<file path="config.mk">
export PLATFORM = sky130hd
export DESIGN_NAME = alu_arbiter
export DESIGN_NICKNAME = d
export VERILOG_FILES = /design/src/rtl/alu_arbiter.sv
export SDC_FILE = /design/constraint.sdc
export NUM_CORES = 1
export LEC_CHECK = 0
export BUFFER_PORTS_ARGS = -buffer_cell sky130_fd_sc_hd__buf_2
export CORE_ASPECT_RATIO = 1.25
export CORE_MARGIN = 2
export CORE_UTILIZATION = 33
export CTS_BUF_LIST = sky130_fd_sc_hd__clkbuf_16
export DETAILED_ROUTE_END_ITERATION = 7
export GPL_ROUTABILITY_DRIVEN = 0
export HOLD_SLACK_MARGIN = 0.12
export MAX_ROUTING_LAYER = met4
export PLACE_DENSITY = 0.87
export SYNTH_ARGS = -nofsm -noshare
export SYNTH_HDL_FRONTEND = slang
export SYNTH_SLANG_ARGS = --single-unit
</file>
<file path="constraint.sdc">
create_clock -name clk -period 1.44 [get_ports clk]
set_input_delay 0.144 -clock clk [delete_from_list [all_inputs] [get_ports clk]]
set_output_delay 0.144 -clock clk [all_outputs]
set_load 0.1 [all_outputs]
</file>
<file path="src/rtl/alu_arbiter.sv">
// alu_arbiter: round-robin arbiter sharing one pipelined ALU between two requesters.
// An in-flight tracker tags each result with its requester id as it leaves the ALU.
module alu_arbiter #(
    parameter int ALU_LAT = 2
) (
    input  logic       clk,
    input  logic       reset,
    input  logic       hold,
    input  logic       req0_valid,
    input  logic       req1_valid,
    output logic       req0_ready,
    output logic       req1_ready,
    input  logic [3:0] req0_op,
    input  logic [3:0] req1_op,
    input  logic [7:0] req0_a,
    input  logic [7:0] req0_b,
    input  logic [7:0] req1_a,
    input  logic [7:0] req1_b,
    output logic [3:0] alu_instruction,
    output logic [7:0] alu_inputA,
    output logic [7:0] alu_inputB,
    input  logic [7:0] alu_result,
    output logic       rsp_valid,
    output logic       rsp_id,
    output logic [7:0] rsp_data,
    output logic       busy
);
    logic               r_last;
    logic [ALU_LAT-1:0] r_vld;
    logic [ALU_LAT-1:0] r_id;
    logic               w_en;
    logic               w_g0;
    logic               w_g1;
    logic               w_xfer;

    // Requester 1 wins when alone or when requester 0 had the last grant.
    always_comb begin
        w_en   = reset & ~hold;
        w_g1   = w_en & req1_valid & (~req0_valid | ~r_last);
        w_g0   = w_en & req0_valid & ~w_g1;
        w_xfer = w_g0 | w_g1;
    end

    assign req0_ready      = w_g0;
    assign req1_ready      = w_g1;
    assign alu_instruction = w_g0 ? req0_op : w_g1 ? req1_op : 4'h0;
    assign alu_inputA      = w_g0 ? req0_a  : w_g1 ? req1_a  : 8'h00;
    assign alu_inputB      = w_g0 ? req0_b  : w_g1 ? req1_b  : 8'h00;
    assign busy            = (|r_vld) | rsp_valid;

    always_ff @(posedge clk) begin
        if (!reset) begin
            r_vld     <= '0;
            r_id      <= '0;
            r_last    <= 1'b1;
            rsp_valid <= 1'b0;
            rsp_id    <= 1'b0;
            rsp_data  <= 8'h00;
        end else begin
            r_vld     <= (r_vld << 1) | ALU_LAT'(w_xfer);
            r_id      <= (r_id << 1) | ALU_LAT'(w_g1);
            r_last    <= w_xfer ? w_g1 : r_last;
            rsp_valid <= r_vld[ALU_LAT-1];
            rsp_id    <= r_vld[ALU_LAT-1] ? r_id[ALU_LAT-1] : rsp_id;
            rsp_data  <= r_vld[ALU_LAT-1] ? alu_result : rsp_data;
        end
    end
endmodule

</file>
# After elaboration in Yosys (flattened, before gate mapping)
# Index checks and enable logic that the tools add are counted.
[op_classes] muxes=6 bitwise=14 n_reduce_logical=1
[op_table] cell="$mux 8" count=4
[op_table] cell="$mux 4" count=2
[op_table] cell="$and 1x1->1" count=5
[op_table] cell="$not 1->1" count=4
[op_table] cell="$or 2x1->2" count=2
[op_table] cell="$or 1x1->1" count=3
[op_table] cell="$reduce_or 2->1" count=1
[word_totals] regBits=15 elab_cells=27

# Depth between registers and ports, before layout
# Gate-level depths: netlist (run 1).
[logic_depth] word_depth=8 ltp_mapped=4 depth_no_buf=3

# Worst setup path before layout (run 1)
# No wires, ideal clock.
[synth_timing] path_kind="reg-to-output" from="register rsp_valid" to="output port busy" slack_ns=-0.436 t_arrival_ns=1.732 stages_incl_launch_ff=2 cell_sequence="dfxtp_1 or3_1"
[synth_between] elab_chain_len=1
[synth_rtl] item="from (decl)" line="23" rtl="output logic rsp_valid,"
[synth_rtl] item="from (signal assigned)" line="63" rtl="rsp_valid <= r_vld[ALU_LAT-1];"
[synth_rtl] item="$or 1x1->1" line="49" rtl="assign busy = (|r_vld) | rsp_valid;"
[synth_rtl] item="to (decl)" line="26" rtl="output logic busy"
# No other way between the ends.

# Worst setup path after layout (run 1)
[layout_timing] from="register r_last" to="output port alu_inputA[0]"
[layout_between] elab_chain_len=6 word_cells_on_any_way=7 cone_classes="2 x mux; 5 x bitwise"
[layout_rtl] item="from (decl)" line="28" rtl="logic r_last;"
[layout_rtl] item="from (signal assigned)" line="62" rtl="r_last <= w_xfer ? w_g1 : r_last;"
[layout_rtl] item="$not 1->1 (*)" line="39" rtl="w_g1 = w_en & req1_valid & (~req0_valid | ~r_last);"
[layout_rtl] item="$or 1x1->1 (*)" line="39"
[layout_rtl] item="$and 1x1->1 (*)" line="39"
[layout_rtl] item="$not 1->1" line="40" rtl="w_g0 = w_en & req0_valid & ~w_g1;"
[layout_rtl] item="$and 1x1->1" line="40"
[layout_rtl] item="$mux 8 (*)" line="47" rtl="assign alu_inputA = w_g0 ? req0_a : w_g1 ? req1_a : 8'h00;"
[layout_rtl] item="to (decl)" line="20" rtl="output logic [7:0] alu_inputA,"
# Mark *: on every way between the ends. The rest lies on a longest branch, timed or not.

==> run summary, run 1 <==
DIE HEIGHT -> 58.21 um
clk buf depth -> 2
Yosys cell types -> 18
Critical Path RT -> 1300 ps
drt pass-1 iters -> 4
final instance area -> 1882 sq um
first-pass GRT wire length -> 4.843 mm
grt total ovfl -> 0
Crit. End Element -> output pin
post-synth top area share -> 38.71%
crit-path max cell delay -> 360 ps
max-slew violations -> 0
GR Layer Usage met2 -> 44.21%
initial antenna violation count -> 0
crit share post-route -> 103.8%
Crit Reg-Reg Endpoint -> rsp_data[2]
H-tree depth -> 1
gr busiest metal -> met2
DP HPWL -> 2.330 mm
Peak VDD IR -> 0.6968 mV
f_max -> 669.0 MHz
vias in the first global route -> 1119
nets -> 219
CTS tree -> done
power density cells -> 860.3 nW/um^2
Setup Skew -> 2.538 ps
Critical path destination -> alu_inputA[0]
Final setup viols -> 20
worst setup path start -> r_last
CP max FO -> 11
Reg2Reg Depth -> 3
Gate power share -> 40.3%
# IOs -> 86
CP Cell Sequence -> o211a_4 -> a22o_4 -> buf_12
Clock Latency Late Sink -> 250 ps
post-place instance area -> 1603 sq um
clock share of power -> 32.6%
full die area -> 2757 sq um
leading area contributor after synthesis -> dfxtp_1
reg-to-reg startpoint -> r_vld[1]
Power Total -> 1619 uW
setup slack, reg-to-reg -> 510 ps
synthesized instance count -> 73
IO Port Bufs -> 85
Final Hold Vio Count -> 0
arrival time of the worst setup path -> 1350 ps
non-filler cells, final -> 196
failing checks -> negative setup slack
TritonCTS buffer count -> 3
# diodes -> 0
Std-Cell Core Area -> 2211 sq um
row count -> 19
via count -> 1043
filler cell count -> 106
Synth-to-Final Area Change -> 142.6%
Int Power -> 1039 uW
WL final -> 4.086 mm
met1 Resource Use GR -> 26.77%
DR iter-0 viols -> 22
RSZ-0062 raised after global routing -> yes
min cycle time layout -> 1495 ps
Reg power frac -> 27.1%
post-synthesis register bit count -> 15
max_slew headroom -> 67.48%
largest net degree at the start of global routing -> 14
WS Path Type -> reg -> out
Post-Syn Area -> 775.7 sq um
Tightest Hold Check Type -> in -> reg
met3 GRT Util -> 6.542%
max cap viols -> 0
post-route ant nets -> 0
GRT Util Overall -> 25.84%
outcome -> finished, violations left
Critical Path Start Type -> flop
Crit-path slowest cell -> dfxtp_4
Final WS setup -> -54.67 ps
Switching Share -> 35.85%
Syn. warnings -> 0
DR DRC count -> 0
clock slew seen by the registers of the worst setup and hold paths -> 50 ps
register area share after synthesis -> 38.71%
DR vias/cell -> 5.321
Initial Util -> 35.09%
top cells by area, synth -> dfxtp_1 (39%), a22o_1 (23%), mux2i_1 (12%)
clock sinks -> 15
Routed WL per cell -> 20.85 um
syn_nets -> 126
Worst Max-Slew Pin Slew -> 491.2 ps
Lkg Pwr -> 0.0009296 uW
average size of a mapped cell -> 10.63 sq um
Chip Width -> 47.37 um
Inst Count DP -> 185
Psw -> 580.3 uW
layout cell share with drive strength beyond 1 -> 75.15%
root buf cell -> clkbuf_16
-- how the worst min path moves through the flow --
| stage | from | end | slack (ps) | cells after the start |
|---|---|---|---|---|
| CTS | alu_result[3] | rsp_data[3] | 170 | 3 |
| detailed placement | req1_valid | r_id[0] | 410 | 2 |
| finish | alu_result[4] | rsp_data[4] | 170 | 3 |
| global placement | alu_result[3] | rsp_data[3] | 400 | 3 |
| floorplan | reset | rsp_data[4] | 270 | 1 |
| global route | alu_result[5] | rsp_data[5] | 190 | 3 |
-- layer usage --
layer	wire length, um	vias up	part of all wire (%)
li1	-	464	-
met1	1403	492	34
met2	2137	73	52
met3	412	14	10
met4	133	0	3.3
met5	0	-	0
-- layout by cell type (no fill, tap or decap) --
master | synthesis | layout
dfxtp_1 | 15 | 13
and3_1 | 1 | 1
a21boi_1 | 1 | 1
buf_2 | 2 | 62
and2_1 | 3 | 3
mux2i_1 | 9 | 9
dfxtp_4 | 0 | 1
or3_2 | 0 | 1
a22o_4 | 0 | 20
inv_1 | 2 | 3
clkbuf_16 | 0 | 3
nor2b_1 | 9 | 9
dfxtp_2 | 0 | 1
nand2_4 | 0 | 1
and3_4 | 1 | 4
o311ai_0 | 1 | 1
buf_4 | 0 | 6
o211a_4 | 1 | 2
o21ai_0 | 1 | 1
nor2b_4 | 1 | 1
buf_12 | 0 | 22
-- what timing repair did --
action | 4_1_cts | 5_1_grt
hold buffers | 0 | 0
gates resized for setup | 9 | 15
pin swaps | 1 | 19
buffers inserted | 2 | 1
gates cloned | 4 | 0
setup endpoints to repair | 21 | 20
-- power groups by stage --
| stage | Clock, uW | Sequential [uW] | Combinational (uW) |
|---|---|---|---|
| finish | 527 | 439 | 653 |
| global route | 558 | 439 | 670 |
| CTS | 532 | 439 | 607 |
| detailed placement | 0 | 445 | 585 |
| global placement | 0 | 444 | 575 |
| floorplan | 0 | 497 | 315 |
-- cell families (layout without fill, tap and decap cells) --
kind of cell | after synthesis | in the layout | synth area share, %
buffers and inverters | 8 | 96 | 7.096
muxes | 9 | 9 | 11.61
and+or+nand+nor | 17 | 20 | 15.00
DFF | 15 | 15 | 38.71
AOI/OAI and AO/OA | 24 | 25 | 27.58
-- flip-flops by register name, summed over array words and instances, names as in the netlist --
signal / flops
r_id: 2
r_last: 1
r_vld: 2
rsp_data: 8
rsp_id: 1
rsp_valid: 1
-- synth_stat cells --
library cell and n:
clkbuf_4 2, dfxtp_1 15, inv_1 2, and3_4 1, o21ai_0 1, or3_1 1, a21boi_1 1, a22o_1 20
nor2b_1 9, o211a_4 1, mux2i_1 9, nor2b_4 1, buf_6 2, o311ai_0 1, and2_1 3, nand2_1 1
buf_2 2, and3_1 1
-- final cells by class --
type | count | area [sq um] | share of cell area, %
Timing Repair Buffer | 90 | 795.8 | 42.29
Clock inverter | 1 | 3.754 | 0.1995
Multi-Input combinational cell | 54 | 655.6 | 34.84
Tap cell | 31 | 38.79 | 2.061
Sequential cell | 15 | 305.3 | 16.22
Inverter | 2 | 7.507 | 0.3989
Clock buffer | 3 | 75.07 | 3.989
-- through the flow --
step                worst slack [ps]  TNS [ps]  utilization (%)  hold WS, ps
floorplan                     -155.7    -622.8                -        272.2
global placement               131.0         0            72.50        403.3
detailed placement             105.6         0            72.50        411.2
CTS                           -35.44    -593.5            79.68        170.5
global route                  -68.88     -1105            85.12        187.1
finish                        -54.67    -756.5            85.12        166.8
-- worst max-delay path, delay by kind of cell, from the launching register on --
family	cells	cell delay (ps)
AO/OA/AOI/OAI	2	570
flip-flops	1	360
buffers and inverters	1	160
Note: power is estimated with default switching activity, not from simulation.
==> run 2: changes to the inputs <==
--- a/config.mk
+++ b/config.mk
@@ -15,6 +15,8 @@
 export HOLD_SLACK_MARGIN = 0.12
 export MAX_ROUTING_LAYER = met4
 export PLACE_DENSITY = 0.87
+export REMOVE_ABC_BUFFERS = 1
+export SETUP_SLACK_MARGIN = 0.15
 export SYNTH_ARGS = -nofsm -noshare
 export SYNTH_HDL_FRONTEND = slang
 export SYNTH_SLANG_ARGS = --single-unit
==> constraint.sdc (replaced) <==
create_clock -name clk -period 1.44 [get_ports clk]
set_input_delay 0.216 -clock clk [delete_from_list [all_inputs] [get_ports clk]]
set_output_delay 0.216 -clock clk [all_outputs]
set_load 0.1 [all_outputs]
==> run summary, run 2 (synthesis gave the netlist of run 1 again) <==
outcome -> finished, violations left
failing checks -> negative setup slack
clock share of power -> 32.9% (+0.3 points)
Critical Path Start Type -> flop
f_max -> 635.0 MHz (-5.1%)
CTS tree -> done
most common cell after layout, fill and taps aside -> buf_2
Int Power -> 1022 uW (-1.6%)
crit-path max cell delay -> 360 ps (about the same)
Hold WS -> 238.3 ps (+71.46 ps)
Place WS -> -32.15 ps (-137.8 ps)
non-filler cells, final -> 195 (-0.51%)
Inst Count DP -> 187 (+1.1%)
Setup TNS -> -1992 ps (-1236 ps)
Tightest Hold Check Type -> in -> reg
layout cell share with drive strength beyond 1 -> 64.63% (-11 points)
Initial Util -> 35.09% (unchanged)
grt total ovfl -> 0 (unchanged)
DR iter-0 viols -> 14 (-36%)
nets -> 218 (-0.46%)
CP max FO -> 6 (-5)
DR DRC count -> 0 (unchanged)
Setup Skew -> 1.844 ps (-0.6931 ps)
Power Total -> 1571 uW (-2.9%)
DP HPWL -> 2.317 mm (-0.57%)
multi-input logic area -> 510.5 sq um (-22%)
Crit. End Element -> output pin
root buf cell -> clkbuf_16
Chip Width -> 47.37 um (unchanged)
Clock Latency Late Sink -> 240 ps (about the same)
DIE HEIGHT -> 58.21 um (unchanged)
clock slew seen by the registers of the worst setup and hold paths -> 50 ps (about the same)
max reg flops -> 8 (unchanged)
min cycle time layout -> 1575 ps (+80.03 ps)
WL final -> 3.390 mm (-17%)
most frequent cells in the layout -> buf_2 (62), buf_12 (23), a22o_1 (17)
max-slew violations -> 0 (unchanged)
crit share post-route -> 109.4% (+5.6 points)
first-pass GRT wire length -> 4.643 mm (-4.1%)
Post-CTS Repair Setup Buffers -> 0 (-2)
RSZ-0062 raised after global routing -> yes
Crit-path slowest cell -> dfxtp_4
Gate power share -> 39.1% (-1.2 points)
Final setup viols -> 20 (unchanged)
Switching Share -> 34.96% (-0.89 points)
WS Path Type -> reg -> out
Std-Cell Core Area -> 2211 sq um (unchanged)
max cap viols -> 0 (unchanged)
max_slew headroom -> 67.71% (+0.23 points)
vias in the first global route -> 1027 (-8.2%)
H-tree depth -> 1 (unchanged)
IO Port Bufs -> 85 (unchanged)
CP Cell Sequence -> nand2_4 -> and3_4 -> a22o_1 -> buf_12
arrival time of the worst setup path -> 1360 ps (about the same)
Critical Path RT -> 1220 ps (-80 ps)
initial antenna violation count -> 0 (unchanged)
Largest regs -> rsp_data (8), r_id (2), r_vld (2)
row count -> 19 (unchanged)
FF/Latch Area -> 305.3 sq um (unchanged)
clk buf depth -> 2 (unchanged)
# diodes -> 0 (unchanged)
Psw -> 549.4 uW (-5.3%)
Reg power frac -> 28.0% (+0.9 points)
largest net degree at the start of global routing -> 14 (unchanged)
Worst Max-Slew Pin Slew -> 487.7 ps (-3.513 ps)
post-route ant nets -> 0 (unchanged)
TritonCTS buffer count -> 3 (unchanged)
GRT Util Overall -> 24.77% (-1.1 points)
Buf/Inv on CP -> 1 (unchanged)
Final Hold Vio Count -> 0 (unchanged)
critical path's top delay family -> flip-flops
# IOs -> 86 (unchanged)
drt pass-1 iters -> 4 (unchanged)
via count -> 1010 (-3.2%)
cts hold-fix bufs -> 0 (unchanged)
Peak VDD IR -> 0.6412 mV (-8.0%)
power density cells -> 898.4 nW/um^2 (+4.4%)
Routed WL per cell -> 17.38 um (-17%)
filler cell count -> 138 (+30%)
Synth-to-Final Area Change -> 125.5%
full die area -> 2757 sq um (unchanged)
Biggest register -> rsp_data
Final WS setup -> -134.7 ps (-80.03 ps)
Lkg Pwr -> 0.0008303 uW (-11%)
DR vias/cell -> 5.179 (-2.7%)
clock sinks -> 15 (unchanged)
## run 2: metrics by stage
step           cell area [sq um]  utilization (%)
6_report                    1749            79.12
5_1_grt                     1749            79.12
4_1_cts                     1723            77.93
3_5_place_dp                1568            70.91
3_3_place_gp                1568            70.91
2_1_floorplan              728.2                -
## run 2: power by group through the flow
stage               clock [uW]  sequential, uW  combinational (uW)
CTS                        526             439                 602
finish                     517             439                 615
global placement             0             444                 573
floorplan                    0             500                 286
global route               545             440                 634
detailed placement           0             444                 582
## run 2: repair_timing
item	4_1_cts	5_1_grt
gates cloned	4	0
resized for setup	12	3
hold endpoints to repair	0	0
endpoints found under the setup margin	23	23
pin swaps	24	0
## run 2: area by class of cell
type | count | area share, %
Timing Repair Buffer | 89 | 46.21
Multi-Input combinational cell | 54 | 29.18
Sequential cell | 15 | 17.45
Clock buffer | 3 | 4.292
Clock inverter | 1 | 0.2146
Tap cell | 31 | 2.217
Inverter | 2 | 0.4292
## run 2: path summary, 6_finish.rpt
| kind | startpoint | endpoint | slack [ps] | cells past startpoint |
|---|---|---|---|---|
| setup / recovery | r_last | alu_inputA[5] | -130 | 4 |
| hold / removal | alu_result[2] | rsp_data[2] | 240 | 3 |
| setup reg to reg | r_vld[1] | rsp_data[1] | 490 | 3 |
| hold reg to reg | r_id[0] | r_id[1] | 430 | 1 |
## run 2: worst min-delay path, cell delays in order
cell	delay (ps)
buf_2	80
mux2i_1	60
nor2b_1	90
## run 2: metal layers
layer  vias to the layer above  part of all wire [%]  global-route usage (%)  routed length, um
li1                        466                     -                       -                  -
met1                       466                    36                   23.66               1208
met2                        74                    52                   42.47               1755
met3                         4                    11                   9.034                373
met4                         0                   1.6                   10.71                 53
met5                         -                     0                       -                  0
==> run 3: changes to the inputs <==
--- a/config.mk
+++ b/config.mk
@@ -12,11 +12,11 @@
 export CTS_BUF_LIST = sky130_fd_sc_hd__clkbuf_16
 export DETAILED_ROUTE_END_ITERATION = 7
 export GPL_ROUTABILITY_DRIVEN = 0
-export HOLD_SLACK_MARGIN = 0.12
 export MAX_ROUTING_LAYER = met4
 export PLACE_DENSITY = 0.87
 export REMOVE_ABC_BUFFERS = 1
 export SETUP_SLACK_MARGIN = 0.15
+export SKIP_LAST_GASP = 1
 export SYNTH_ARGS = -nofsm -noshare
 export SYNTH_HDL_FRONTEND = slang
 export SYNTH_SLANG_ARGS = --single-unit
==> run summary, run 3 (synthesis gave the netlist of run 1 again) <==
outcome -> finished, violations left
failing checks -> negative setup slack
CTS tree -> done
clk buf depth -> 2 (unchanged)
Peak VDD IR -> 0.6418 mV (about the same)
max reg flops -> 8 (unchanged)
power density cells -> 900.7 nW/um^2 (+0.26%)
RSZ-0062 raised after global routing -> yes
clock sinks -> 15 (unchanged)
Power Total -> 1571 uW (about the same)
f_max -> 641.9 MHz (+1.1%)
Crit. End Element -> output pin
min cycle time layout -> 1558 ps (-16.94 ps)
DIE HEIGHT -> 58.21 um (unchanged)
Synth-to-Final Area Change -> 124.8%
row count -> 19 (unchanged)
crit share post-route -> 108.2% (-1.2 points)
first-pass GRT wire length -> 4.602 mm (-0.88%)
reg-to-reg startpoint -> r_vld[1]
Initial Util -> 35.09% (unchanged)
Chip Width -> 47.37 um (unchanged)
Critical Path RT -> 1220 ps (about the same)
Post-CTS Repair Setup Buffers -> 0 (unchanged)
full die area -> 2757 sq um (unchanged)
DR DRC count -> 0 (unchanged)
Biggest register -> rsp_data
via count -> 1022 (+1.2%)
Final setup viols -> 20 (unchanged)
filler cell count -> 139 (+0.72%)
Critical Path Start Type -> flop
# IOs -> 86 (unchanged)
most common cell after layout, fill and taps aside -> buf_2
WL final -> 3.383 mm (-0.21%)
TritonCTS buffer count -> 3 (unchanged)
vias in the first global route -> 1020 (-0.68%)
initial antenna violation count -> 0 (unchanged)
grt total ovfl -> 0 (unchanged)
largest net degree at the start of global routing -> 14 (unchanged)
Crit Reg-Reg Endpoint -> rsp_data[1]
DR iter-0 viols -> 10 (-4)
Tightest Hold Check Type -> in -> reg
hold_sp -> alu_result[2]
CP max FO -> 6 (unchanged)
Reg2Reg Depth -> 3 (unchanged)
worst hold stages -> 3 (unchanged)
DP HPWL -> 2.317 mm (unchanged)
max_slew headroom -> 67.73% (about the same)
clock slew seen by the registers of the worst setup and hold paths -> 50 ps (about the same)
Worst Max-Slew Pin Slew -> 487.5 ps (-0.2110 ps)
GRT Util Overall -> 24.46% (-0.31 points)
Hold WS -> 238.1 ps (-0.2430 ps)
Lkg Pwr -> 0.0008290 uW (-0.16%)
Routed WL per cell -> 17.35 um (-0.21%)
IO Port Bufs -> 85 (unchanged)
Std-Cell Core Area -> 2211 sq um (unchanged)
Final Hold Vio Count -> 0 (unchanged)
max cap viols -> 0 (unchanged)
drt pass-1 iters -> 4 (unchanged)
nets -> 218 (unchanged)
setup slack, reg-to-reg -> 490 ps (about the same)
Hold Path Sink -> rsp_data[2]
Largest regs -> rsp_data (8), r_id (2), r_vld (2)
DR vias/cell -> 5.241 (+1.2%)
Inst Count DP -> 187 (unchanged)
WS Path Type -> reg -> out
arrival time of the worst setup path -> 1340 ps (-20 ps)
non-filler cells, final -> 195 (unchanged)
Final WS setup -> -117.8 ps (+16.94 ps)
Setup Skew -> 1.907 ps (+0.06303 ps)
Clock Latency Late Sink -> 240 ps (about the same)
H-tree depth -> 1 (unchanged)
root buf cell -> clkbuf_16
most frequent cells in the layout -> buf_2 (62), buf_12 (23), a22o_1 (17)
max-slew violations -> 0 (unchanged)
layout cell share with drive strength beyond 1 -> 64.02% (-0.61 points)
post-route ant nets -> 0 (unchanged)
# diodes -> 0 (unchanged)
## run 3: worst max-delay path, cell delays in order (launching register included)
cell	delay, ps
dfxtp_4	370
nand2_4	90
and3_4	230
a22o_1	220
buf_12	190
## run 3: metrics by stage
stage | TNS (ps) | util (%) | instance area [sq um] | setup WS (ps)
6_report | -2003 | 78.89 | 1744 | -117.8
3_3_place_gp | -7.673 | 70.91 | 1568 | -6.343
2_1_floorplan | -10000 | - | 728.2 | -507.9
4_1_cts | -1552 | 77.70 | 1718 | -90.14
5_1_grt | -2482 | 78.89 | 1744 | -143.4
3_5_place_dp | -293.2 | 70.91 | 1568 | -32.15
## run 3: how the worst max path moves through the flow
stage / cells after the start / startpoint / slack [ps] / endpoint
floorplan: 1 / rsp_valid / -510 / busy
global placement: 5 / reset / -6 / alu_instruction[2]
detailed placement: 5 / reset / -30 / alu_inputB[0]
CTS: 4 / r_last / -90 / alu_inputB[0]
global route: 4 / r_last / -140 / alu_inputA[5]
finish: 4 / r_last / -120 / alu_inputA[5]
## run 3: layout make-up
type / count / area [sq um] / area share [%]
tap: 31 / 38.79 / 2.224
clock buffer: 3 / 75.07 / 4.304
clock inverter: 1 / 3.754 / 0.2152
timing repair buffer: 89 / 804.5 / 46.13
inverter: 2 / 7.507 / 0.4304
multi-input combinational: 54 / 510.5 / 29.27
sequential: 15 / 304.0 / 17.43
## run 3: where the power goes
part	switching (uW)	internal, uW	total [uW]
sequential	9.40	430	439
clock	152	366	518
combinational	389	225	614
## run 3: repair_timing
action                                  in CTS  in global routing
endpoints found under the setup margin      23                 23
gates resized for setup                     10                  3
pin swaps                                   24                  0
cloned                                       4                  0
hold buffers                                 0                  0
## run 3: layer usage
metal | wire [um] | share of wire [%] | track usage [%] | vias to the layer above
li1 | - | - | - | 464
met1 | 1241 | 37 | 23.66 | 473
met2 | 1715 | 51 | 41.51 | 81
met3 | 391 | 12 | 9.034 | 4
met4 | 35 | 1.0 | 10.71 | 0
met5 | 0 | 0 | - | -
